===== src/rtl/fp_writeback_arbiter_if.sv =====
// Writeback-arbiter bus bundle: issue/scoreboard, FPU and load result inputs, register-file write port.
// The FP_WB_FWD_EN macro adds the early-forwarding signals fwd_valid_o/fwd_rd_o/fwd_data_o.
interface fp_writeback_arbiter_if;
  logic        issue_valid_i;
  logic [4:0]  issue_frd_i;
  logic [31:0] busy_o;
  logic        fpu_valid_i;
  logic        fpu_ready_o;
  logic [4:0]  fpu_rd_i;
  logic [31:0] fpu_data_i;
  logic [4:0]  fpu_fflags_i;
  logic        ld_valid_i;
  logic        ld_ready_o;
  logic [4:0]  ld_rd_i;
  logic [31:0] ld_data_i;
  logic        fflags_clr_i;
  logic [4:0]  fflags_o;
  logic        fregwrite_o;
  logic [4:0]  frd_o;
  logic [31:0] writeback_data_o;
`ifdef FP_WB_FWD_EN
  logic        fwd_valid_o;
  logic [4:0]  fwd_rd_o;
  logic [31:0] fwd_data_o;

  modport slave (
    input  issue_valid_i, issue_frd_i, fpu_valid_i, fpu_rd_i, fpu_data_i, fpu_fflags_i,
           ld_valid_i, ld_rd_i, ld_data_i, fflags_clr_i,
    output busy_o, fpu_ready_o, ld_ready_o, fflags_o, fregwrite_o, frd_o, writeback_data_o,
           fwd_valid_o, fwd_rd_o, fwd_data_o
  );
  modport master (
    output issue_valid_i, issue_frd_i, fpu_valid_i, fpu_rd_i, fpu_data_i, fpu_fflags_i,
           ld_valid_i, ld_rd_i, ld_data_i, fflags_clr_i,
    input  busy_o, fpu_ready_o, ld_ready_o, fflags_o, fregwrite_o, frd_o, writeback_data_o,
           fwd_valid_o, fwd_rd_o, fwd_data_o
  );
`else
  modport slave (
    input  issue_valid_i, issue_frd_i, fpu_valid_i, fpu_rd_i, fpu_data_i, fpu_fflags_i,
           ld_valid_i, ld_rd_i, ld_data_i, fflags_clr_i,
    output busy_o, fpu_ready_o, ld_ready_o, fflags_o, fregwrite_o, frd_o, writeback_data_o
  );
  modport master (
    output issue_valid_i, issue_frd_i, fpu_valid_i, fpu_rd_i, fpu_data_i, fpu_fflags_i,
           ld_valid_i, ld_rd_i, ld_data_i, fflags_clr_i,
    input  busy_o, fpu_ready_o, ld_ready_o, fflags_o, fregwrite_o, frd_o, writeback_data_o
  );
`endif
endinterface


===== src/rtl/fp_writeback_arbiter.sv =====
// FP writeback arbiter: merges load data and FIFO-buffered FPU results into the FP register-file
// write port, tracks pending destinations and sticky FPU flags. FP_WB_FWD_EN adds early forwarding.
module fp_writeback_arbiter #(
  parameter int DEPTH        = 2,
  parameter int STARVE_LIMIT = 4
) (
  input  logic                  clk_i,
  input  logic                  rst_i,
  fp_writeback_arbiter_if.slave wb
);
  localparam int AW = $clog2(DEPTH);
  localparam logic [AW:0] LP_DEPTH = DEPTH[AW:0];
  localparam logic [3:0]  LP_LIMIT = STARVE_LIMIT[3:0];

  logic [4:0]  r_mem_rd    [DEPTH];
  logic [31:0] r_mem_data  [DEPTH];
  logic [4:0]  r_mem_flags [DEPTH];
  logic [AW-1:0] r_wr_ptr, r_rd_ptr;
  logic [AW:0]   r_count;
  logic [3:0]    r_starve;
  logic          r_fregwrite;
  logic [4:0]    r_frd;
  logic [31:0]   r_data;
  logic [4:0]    r_fflags;
  logic [31:0]   r_busy;

  logic w_empty, w_full, w_force, w_ld_ready, w_fpu_ready, w_ld_fire, w_fpu_fire;
  logic w_push, w_pop;
  logic        w_win_valid, w_win_fpu;
  logic [4:0]  w_win_rd, w_win_flags;
  logic [31:0] w_win_data;

  assign w_empty = (r_count == '0);
  assign w_full  = (r_count == LP_DEPTH);
  // Once the FIFO head has lost STARVE_LIMIT times in a row, the load is refused for a cycle.
  assign w_force     = !w_empty && (r_starve == LP_LIMIT);
  assign w_ld_ready  = !rst_i && !w_force;
  assign w_fpu_ready = !rst_i && !w_full;
  assign w_ld_fire   = wb.ld_valid_i && w_ld_ready;
  assign w_fpu_fire  = wb.fpu_valid_i && w_fpu_ready;

  always_comb begin
    w_win_valid = 1'b0;
    w_win_fpu   = 1'b0;
    w_win_rd    = '0;
    w_win_data  = '0;
    w_win_flags = '0;
    w_pop       = 1'b0;
    w_push      = w_fpu_fire;
    if (w_ld_fire) begin
      w_win_valid = 1'b1;
      w_win_rd    = wb.ld_rd_i;
      w_win_data  = wb.ld_data_i;
    end else if (!w_empty) begin
      w_win_valid = 1'b1;
      w_win_fpu   = 1'b1;
      w_win_rd    = r_mem_rd[r_rd_ptr];
      w_win_data  = r_mem_data[r_rd_ptr];
      w_win_flags = r_mem_flags[r_rd_ptr];
      w_pop       = 1'b1;
    end else if (w_fpu_fire) begin
      // Empty FIFO and no load: the incoming result skips the buffer entirely.
      w_win_valid = 1'b1;
      w_win_fpu   = 1'b1;
      w_win_rd    = wb.fpu_rd_i;
      w_win_data  = wb.fpu_data_i;
      w_win_flags = wb.fpu_fflags_i;
      w_push      = 1'b0;
    end
  end

  always_ff @(posedge clk_i) begin
    if (w_push) begin
      r_mem_rd[r_wr_ptr]    <= wb.fpu_rd_i;
      r_mem_data[r_wr_ptr]  <= wb.fpu_data_i;
      r_mem_flags[r_wr_ptr] <= wb.fpu_fflags_i;
    end
  end

  always_ff @(posedge clk_i or posedge rst_i) begin
    if (rst_i) begin
      r_wr_ptr <= '0;
      r_rd_ptr <= '0;
      r_count  <= '0;
      r_starve <= '0;
    end else begin
      if (w_push) r_wr_ptr <= r_wr_ptr + AW'(1);
      if (w_pop)  r_rd_ptr <= r_rd_ptr + AW'(1);
      case ({w_push, w_pop})
        2'b10:   r_count <= r_count + (AW+1)'(1);
        2'b01:   r_count <= r_count - (AW+1)'(1);
        default: r_count <= r_count;
      endcase
      r_starve <= (!w_empty && w_ld_fire) ? r_starve + 4'd1 : 4'd0;
    end
  end

  always_ff @(posedge clk_i or posedge rst_i) begin
    if (rst_i) begin
      r_fregwrite <= 1'b0;
      r_frd       <= '0;
      r_data      <= '0;
      r_fflags    <= '0;
    end else begin
      r_fregwrite <= w_win_valid;
      r_frd       <= w_win_rd;
      r_data      <= w_win_data;
      if (wb.fflags_clr_i)
        r_fflags <= w_win_fpu ? w_win_flags : 5'd0;
      else if (w_win_fpu)
        r_fflags <= r_fflags | w_win_flags;
    end
  end

  // Busy bit clears on the register-file write edge; a same-cycle reissue keeps it set.
  for (genvar gi = 0; gi < 32; gi++) begin : g_busy
    logic w_set, w_clr;
    assign w_set = wb.issue_valid_i && (wb.issue_frd_i == 5'(gi));
    assign w_clr = r_fregwrite && (r_frd == 5'(gi));
    always_ff @(posedge clk_i or posedge rst_i) begin
      if (rst_i)      r_busy[gi] <= 1'b0;
      else if (w_set) r_busy[gi] <= 1'b1;
      else if (w_clr) r_busy[gi] <= 1'b0;
    end
  end

  a_issue_not_busy: assert property (@(posedge clk_i) disable iff (rst_i)
    wb.issue_valid_i |-> (!r_busy[wb.issue_frd_i] || (r_fregwrite && r_frd == wb.issue_frd_i)));

  assign wb.busy_o           = r_busy;
  assign wb.fpu_ready_o      = w_fpu_ready;
  assign wb.ld_ready_o       = w_ld_ready;
  assign wb.fflags_o         = r_fflags;
  assign wb.fregwrite_o      = r_fregwrite;
  assign wb.frd_o            = r_frd;
  assign wb.writeback_data_o = r_data;

`ifdef FP_WB_FWD_EN
  assign wb.fwd_valid_o = w_win_valid;
  assign wb.fwd_rd_o    = w_win_rd;
  assign wb.fwd_data_o  = w_win_data;
`endif
endmodule


===== src/flat_wrapper.sv =====
// flat-port wrapper written by rule: the top's interface ports become plain ports
module fp_writeback_arbiter_flat 
#(
  parameter int DEPTH        = 2,
  parameter int STARVE_LIMIT = 4
)
  (clk_i, rst_i, wb_issue_valid_i, wb_issue_frd_i, wb_fpu_valid_i, wb_fpu_rd_i, wb_fpu_data_i, wb_fpu_fflags_i, wb_ld_valid_i, wb_ld_rd_i, wb_ld_data_i, wb_fflags_clr_i, wb_busy_o, wb_fpu_ready_o, wb_ld_ready_o, wb_fflags_o, wb_fregwrite_o, wb_frd_o, wb_writeback_data_o);
  fp_writeback_arbiter_if wb_i ();
  input  logic clk_i;
  input  logic rst_i;
  input wire logic [$bits(wb_i.issue_valid_i)-1:0] wb_issue_valid_i;
  input wire logic [$bits(wb_i.issue_frd_i)-1:0] wb_issue_frd_i;
  input wire logic [$bits(wb_i.fpu_valid_i)-1:0] wb_fpu_valid_i;
  input wire logic [$bits(wb_i.fpu_rd_i)-1:0] wb_fpu_rd_i;
  input wire logic [$bits(wb_i.fpu_data_i)-1:0] wb_fpu_data_i;
  input wire logic [$bits(wb_i.fpu_fflags_i)-1:0] wb_fpu_fflags_i;
  input wire logic [$bits(wb_i.ld_valid_i)-1:0] wb_ld_valid_i;
  input wire logic [$bits(wb_i.ld_rd_i)-1:0] wb_ld_rd_i;
  input wire logic [$bits(wb_i.ld_data_i)-1:0] wb_ld_data_i;
  input wire logic [$bits(wb_i.fflags_clr_i)-1:0] wb_fflags_clr_i;
  output wire logic [$bits(wb_i.busy_o)-1:0] wb_busy_o;
  output wire logic [$bits(wb_i.fpu_ready_o)-1:0] wb_fpu_ready_o;
  output wire logic [$bits(wb_i.ld_ready_o)-1:0] wb_ld_ready_o;
  output wire logic [$bits(wb_i.fflags_o)-1:0] wb_fflags_o;
  output wire logic [$bits(wb_i.fregwrite_o)-1:0] wb_fregwrite_o;
  output wire logic [$bits(wb_i.frd_o)-1:0] wb_frd_o;
  output wire logic [$bits(wb_i.writeback_data_o)-1:0] wb_writeback_data_o;
  assign wb_i.issue_valid_i = wb_issue_valid_i;
  assign wb_i.issue_frd_i = wb_issue_frd_i;
  assign wb_i.fpu_valid_i = wb_fpu_valid_i;
  assign wb_i.fpu_rd_i = wb_fpu_rd_i;
  assign wb_i.fpu_data_i = wb_fpu_data_i;
  assign wb_i.fpu_fflags_i = wb_fpu_fflags_i;
  assign wb_i.ld_valid_i = wb_ld_valid_i;
  assign wb_i.ld_rd_i = wb_ld_rd_i;
  assign wb_i.ld_data_i = wb_ld_data_i;
  assign wb_i.fflags_clr_i = wb_fflags_clr_i;
  assign wb_busy_o = wb_i.busy_o;
  assign wb_fpu_ready_o = wb_i.fpu_ready_o;
  assign wb_ld_ready_o = wb_i.ld_ready_o;
  assign wb_fflags_o = wb_i.fflags_o;
  assign wb_fregwrite_o = wb_i.fregwrite_o;
  assign wb_frd_o = wb_i.frd_o;
  assign wb_writeback_data_o = wb_i.writeback_data_o;
  fp_writeback_arbiter #(.DEPTH(DEPTH), .STARVE_LIMIT(STARVE_LIMIT)) u_core (.clk_i(clk_i), .rst_i(rst_i), .wb(wb_i));
endmodule

===== config.mk =====
export PLATFORM = sky130hd
export DESIGN_NAME = fp_writeback_arbiter_flat
export DESIGN_NICKNAME = d
export VERILOG_FILES = /design/src/rtl/fp_writeback_arbiter_if.sv /design/src/rtl/fp_writeback_arbiter.sv /design/src/flat_wrapper.sv
export SDC_FILE = /design/constraint.sdc
export NUM_CORES = 1
export LEC_CHECK = 0
export CAP_MARGIN = 20
export CORE_MARGIN = 2
export CORE_UTILIZATION = 50
export CTS_CLUSTER_SIZE = 12
export DETAILED_ROUTE_END_ITERATION = 8
export GPL_TIMING_DRIVEN = 0
export MAX_ROUTING_LAYER = met4
export PLACE_DENSITY = 0.81
export SETUP_SLACK_MARGIN = 0.4
export SLEW_MARGIN = 20
export SYNTH_ARGS = -nofsm -noshare
export SYNTH_HDL_FRONTEND = slang
export SYNTH_SLANG_ARGS = --single-unit

===== constraint.sdc =====
create_clock -name clk_i -period 6.6 [get_ports clk_i]
set_clock_uncertainty 0.15 [all_clocks]
set_input_delay 1.65 -clock clk_i [delete_from_list [all_inputs] [get_ports clk_i]]
set_output_delay 1.65 -clock clk_i [all_outputs]
set_load 0.01 [all_outputs]

==> run summary <==
The run finished with clean final reports. The post-synthesis share of cell area spent on and, or, nand and nor gates is 4.45%. Counting both buffers and inverters, the worst setup path holds a total of 2. The share of the synthesized netlist area taken by xor and xnor gates came out at 0.921%. Of the cells placed in the final design, the portion with a size suffix greater than 1 is 8.90%. The cell leakage power is 3.41 nW.

Dividing the detail-routed wire length by the instance count gives 20.2 um. The all-layer global routing usage came out at 24.4%. The area taken by multi-input logic gates is 0.00189 mm^2. The maximum fanout along the worst path is 6.

TritonCTS built the clock tree. The critical path goes through clkdlybuf4s50_1 > a21oi_1 > clkdlybuf4s50_1. The vias per cell came out at 5.75. The share of synthesized area spent on multiplexers came out at 6.41%. The synthesis warning total came out at 0. In this run the tightest slew margin relative to its limit is 51.1%. The number of instances in the synthesized netlist came out at 451.

Sequential cells were found to cover 69.1% of the synthesized design area. After synthesis the netlist holds a flip-flop and latch count of 167. The area of all sequential standard cells came out at 0.00460 mm^2. The H-tree generated during clock tree synthesis spans 4 levels. The core area is 0.0131 mm^2. The buffer count from post-CTS setup fixing came out at 0. Pin placement for this block handled 167 I/O pins. The library cell used most frequently in the layout, excluding fill and tap cells, is clkdlybuf4s50_1. The cell sitting at the root of the clock tree is a clkbuf_16. Post-CTS repair changed the size of 0 cells. Setup repair after global routing left no endpoint under its margin. Entering global routing, the biggest net connects 47 pins. The number of slew-limit violations in the final report is 0.

Data on the critical path is required at its endpoint by 4800 ps. The maximum count of clock buffers along a single path is 2. The tightest min-delay check is of the reg2reg type. In the layout the commonest cells are clkdlybuf4s50_1 (166), edfxtp_1 (84), dfrtp_1 (83). The number of port buffers is 166. The arrival time reported for the critical path endpoint came out at 2920 ps. The dominant combinational cell family by area after synthesis is compound AO/OA/AOI/OAI gates. The final core utilization is 69.8%. After the first detailed-routing iteration, the DRC count stood at 357. The wire length of the first global-routing pass is 25,700 um. The number of different library cells used by synthesis comes to 34. The compound-cell area share of the yosys netlist is 15.9%. The worst-path cell with the longest stage delay is clkdlybuf4s50_1.

The number of max-cap violations is 0. STA classifies the critical path endpoint as a primary output. By area the synthesized netlist is led by edfxtp_1 (38%), dfrtp_1 (31%), a221o_1 (6.3%).

The flip-flop cell with the highest count after synthesis is edfxtp_1. The maximum achievable frequency came out at 0.212 GHz. Summed over all layers, the global routing overflow is 0.

The final weighted congestion in routability-driven placement came out at 0.869. The effective utilization at floorplan came out at 50.7%. The number of antenna violations at the first check in global routing came out at 0. The cell area that synthesis handed to floorplanning was 0.00666 mm^2. The die covers 0.0143 mm^2.

By instance count, the cell type seen most on the critical path is clkdlybuf4s50_1. The die extent in y came out at 119 um. The adder-cell share of the synthesized area came out at 0.564%. The time the worst path needs with I/O delays and setup is 4720 ps. The largest total area in the synthesized netlist belongs to edfxtp_1.

The number of sinks handled by clock tree synthesis is 167. The critical path startpoint category is an input pin. The hold buffer count at CTS is 0. The number of hold violations in the final report came out at 0.

The share of synthesized registers carrying an async set or reset is 49.7%. The top cell family by delay on the critical path is buffers and inverters. The number of design rule violations left after detail routing is 0. The HPWL after detailed placement is 11,900 um. The number of nets in the finished design came out at 732. The overall die width is 119 um. The clock transition at the registers of the reported paths came out at 60 ps.

The worst voltage drop across the vdd grid is 0.000219 V. The count of standard-cell rows came out at 42. Of the post-synthesis cell area, the dominant cell type holds 37.9%. The via count of the first global-routing pass was 4,781. The total design power is 3.72 mW. For this run, the detailed router's first-pass iteration total came to 5. The repair_antennas step left the layout with diodes totalling 0. In this run the mean area of a mapped cell was 14.8 um^2. The number of antenna-violating nets in the routed design came out at 0. The total via count after detailed routing is 4,762. For the pin with the worst max-slew slack, the measured transition is 731 ps. The layout has 941 filler cells.

The clock latency reported for the late side of the worst-skew pair came out at 420 ps. The fraction of the cycle the final worst path needs came out at 71.5%. Setup violations remaining at the end of the flow were counted as 0. The number of clock buffers inserted by TritonCTS came out at 17. The layout overhead on the synthesized area is 37.7%.

The sum of routed wire length over all layers came out at 16,700 um. The number of flops mapped to enable cells by yosys came out at 84. In this run the power density over the cells is 406 mW/mm^2.

When the netlist entered floorplanning its net count stood at 544. The delay of the slowest critical-path stage came out at 550 ps. The critical path in this run is classified as in2out.
==> logic make-up (layout without fill, tap and decap cells) <==
kind of cell / count (synthesis) / after routing
buf+inv: 34 / 235
xor+xnor: 7 / 7
simple gates: 49 / 49
fa+ha+maj: 3 / 3
compound gates: 149 / 149
mux: 42 / 42
flops: 167 / 167
==> state kept, by name, indices dropped and copies added (netlist names) <==
| name | count |
|---|---|
| u_core.r_wr_ptr | 1 |
| u_core.wb.fregwrite_o | 1 |
| u_core.r_starve | 4 |
| u_core.wb.busy_o | 32 |
| u_core.wb.writeback_data_o | 32 |
| u_core.wb.frd_o | 5 |
| u_core.r_count | 2 |
| u_core.r_mem_data | 64 |
| u_core.wb.fflags_o | 5 |
| u_core.r_mem_flags | 10 |
| u_core.r_rd_ptr | 1 |
| u_core.r_mem_rd | 10 |
==> metrics by stage <==
step	TNS (ps)	area (um^2)	instances	hold slack, ps	worst slack, ps
2_1_floorplan	0	6660	451	317	195
3_3_place_gp	-200920	8540	793	330	-2390
3_5_place_dp	0	8640	796	342	1820
4_1_cts	0	9170	828	350	1870
5_1_grt	0	9170	828	380	1780
6_report	0	9170	828	347	1880
==> cells in the mapped netlist, types with 2 or more instances <==
cell and number:
inv_1 5, nand4_1 2, xnor2_1 4, edfxtp_1 84, or2_2 2, nor2b_1 10
buf_6 5, o21ai_1 17, mux2_2 5, clkbuf_1 13, ha_1 3, xor2_1 3
nor3_1 3, mux2i_1 37, o21ai_0 49, a211oi_1 37, nand2_1 5, nand4b_1 3
nand4bb_1 3, dfrtp_1 83, buf_2 10, nand2b_1 4, nand3_1 5, nor2_1 8
a221o_1 42
==> final cells by class <==
| type | count | share of cell area, % |
|---|---|---|
| inverters | 5 | 0.232 |
| multi-input cells | 250 | 20.7 |
| repair buffers | 169 | 19.0 |
| clock buffers | 21 | 4.91 |
| flip-flops and latches | 167 | 50.2 |
| clock inverters | 11 | 0.846 |
| plain buffers | 29 | 1.77 |
| well taps | 176 | 2.40 |
==> where the power goes <==
group / switching (mW) / internal [mW]
sequential: 0.144 / 1.38
clock: 0.397 / 0.490
combinational: 0.614 / 0.701
==> final timing paths <==
path                                    start               endpoint  slack, ps  cells after the start
min in group asynchronous               rst_i  u_core.wb.fflags_o[0]       1650                      2
max reg2reg                u_core.r_starve[0]      u_core.r_count[1]       4160                      8
min reg2reg                u_core.r_starve[0]     u_core.r_starve[0]        350                      1
min                        u_core.r_starve[0]     u_core.r_starve[0]        350                      1
max in group asynchronous               rst_i   u_core.wb.busy_o[29]       4050                      3
max                                     rst_i         wb_fpu_ready_o       1880                      3
==> metal layers <==
layer	up-vias	routed length, um	global-route usage [%]
li1	2170	-	-
met1	2358	6790	29.6
met2	203	8320	39.4
met3	31	1320	6.51
met4	0	307	9.41
met5	-	0	-
(Power assumes the default switching activity.)
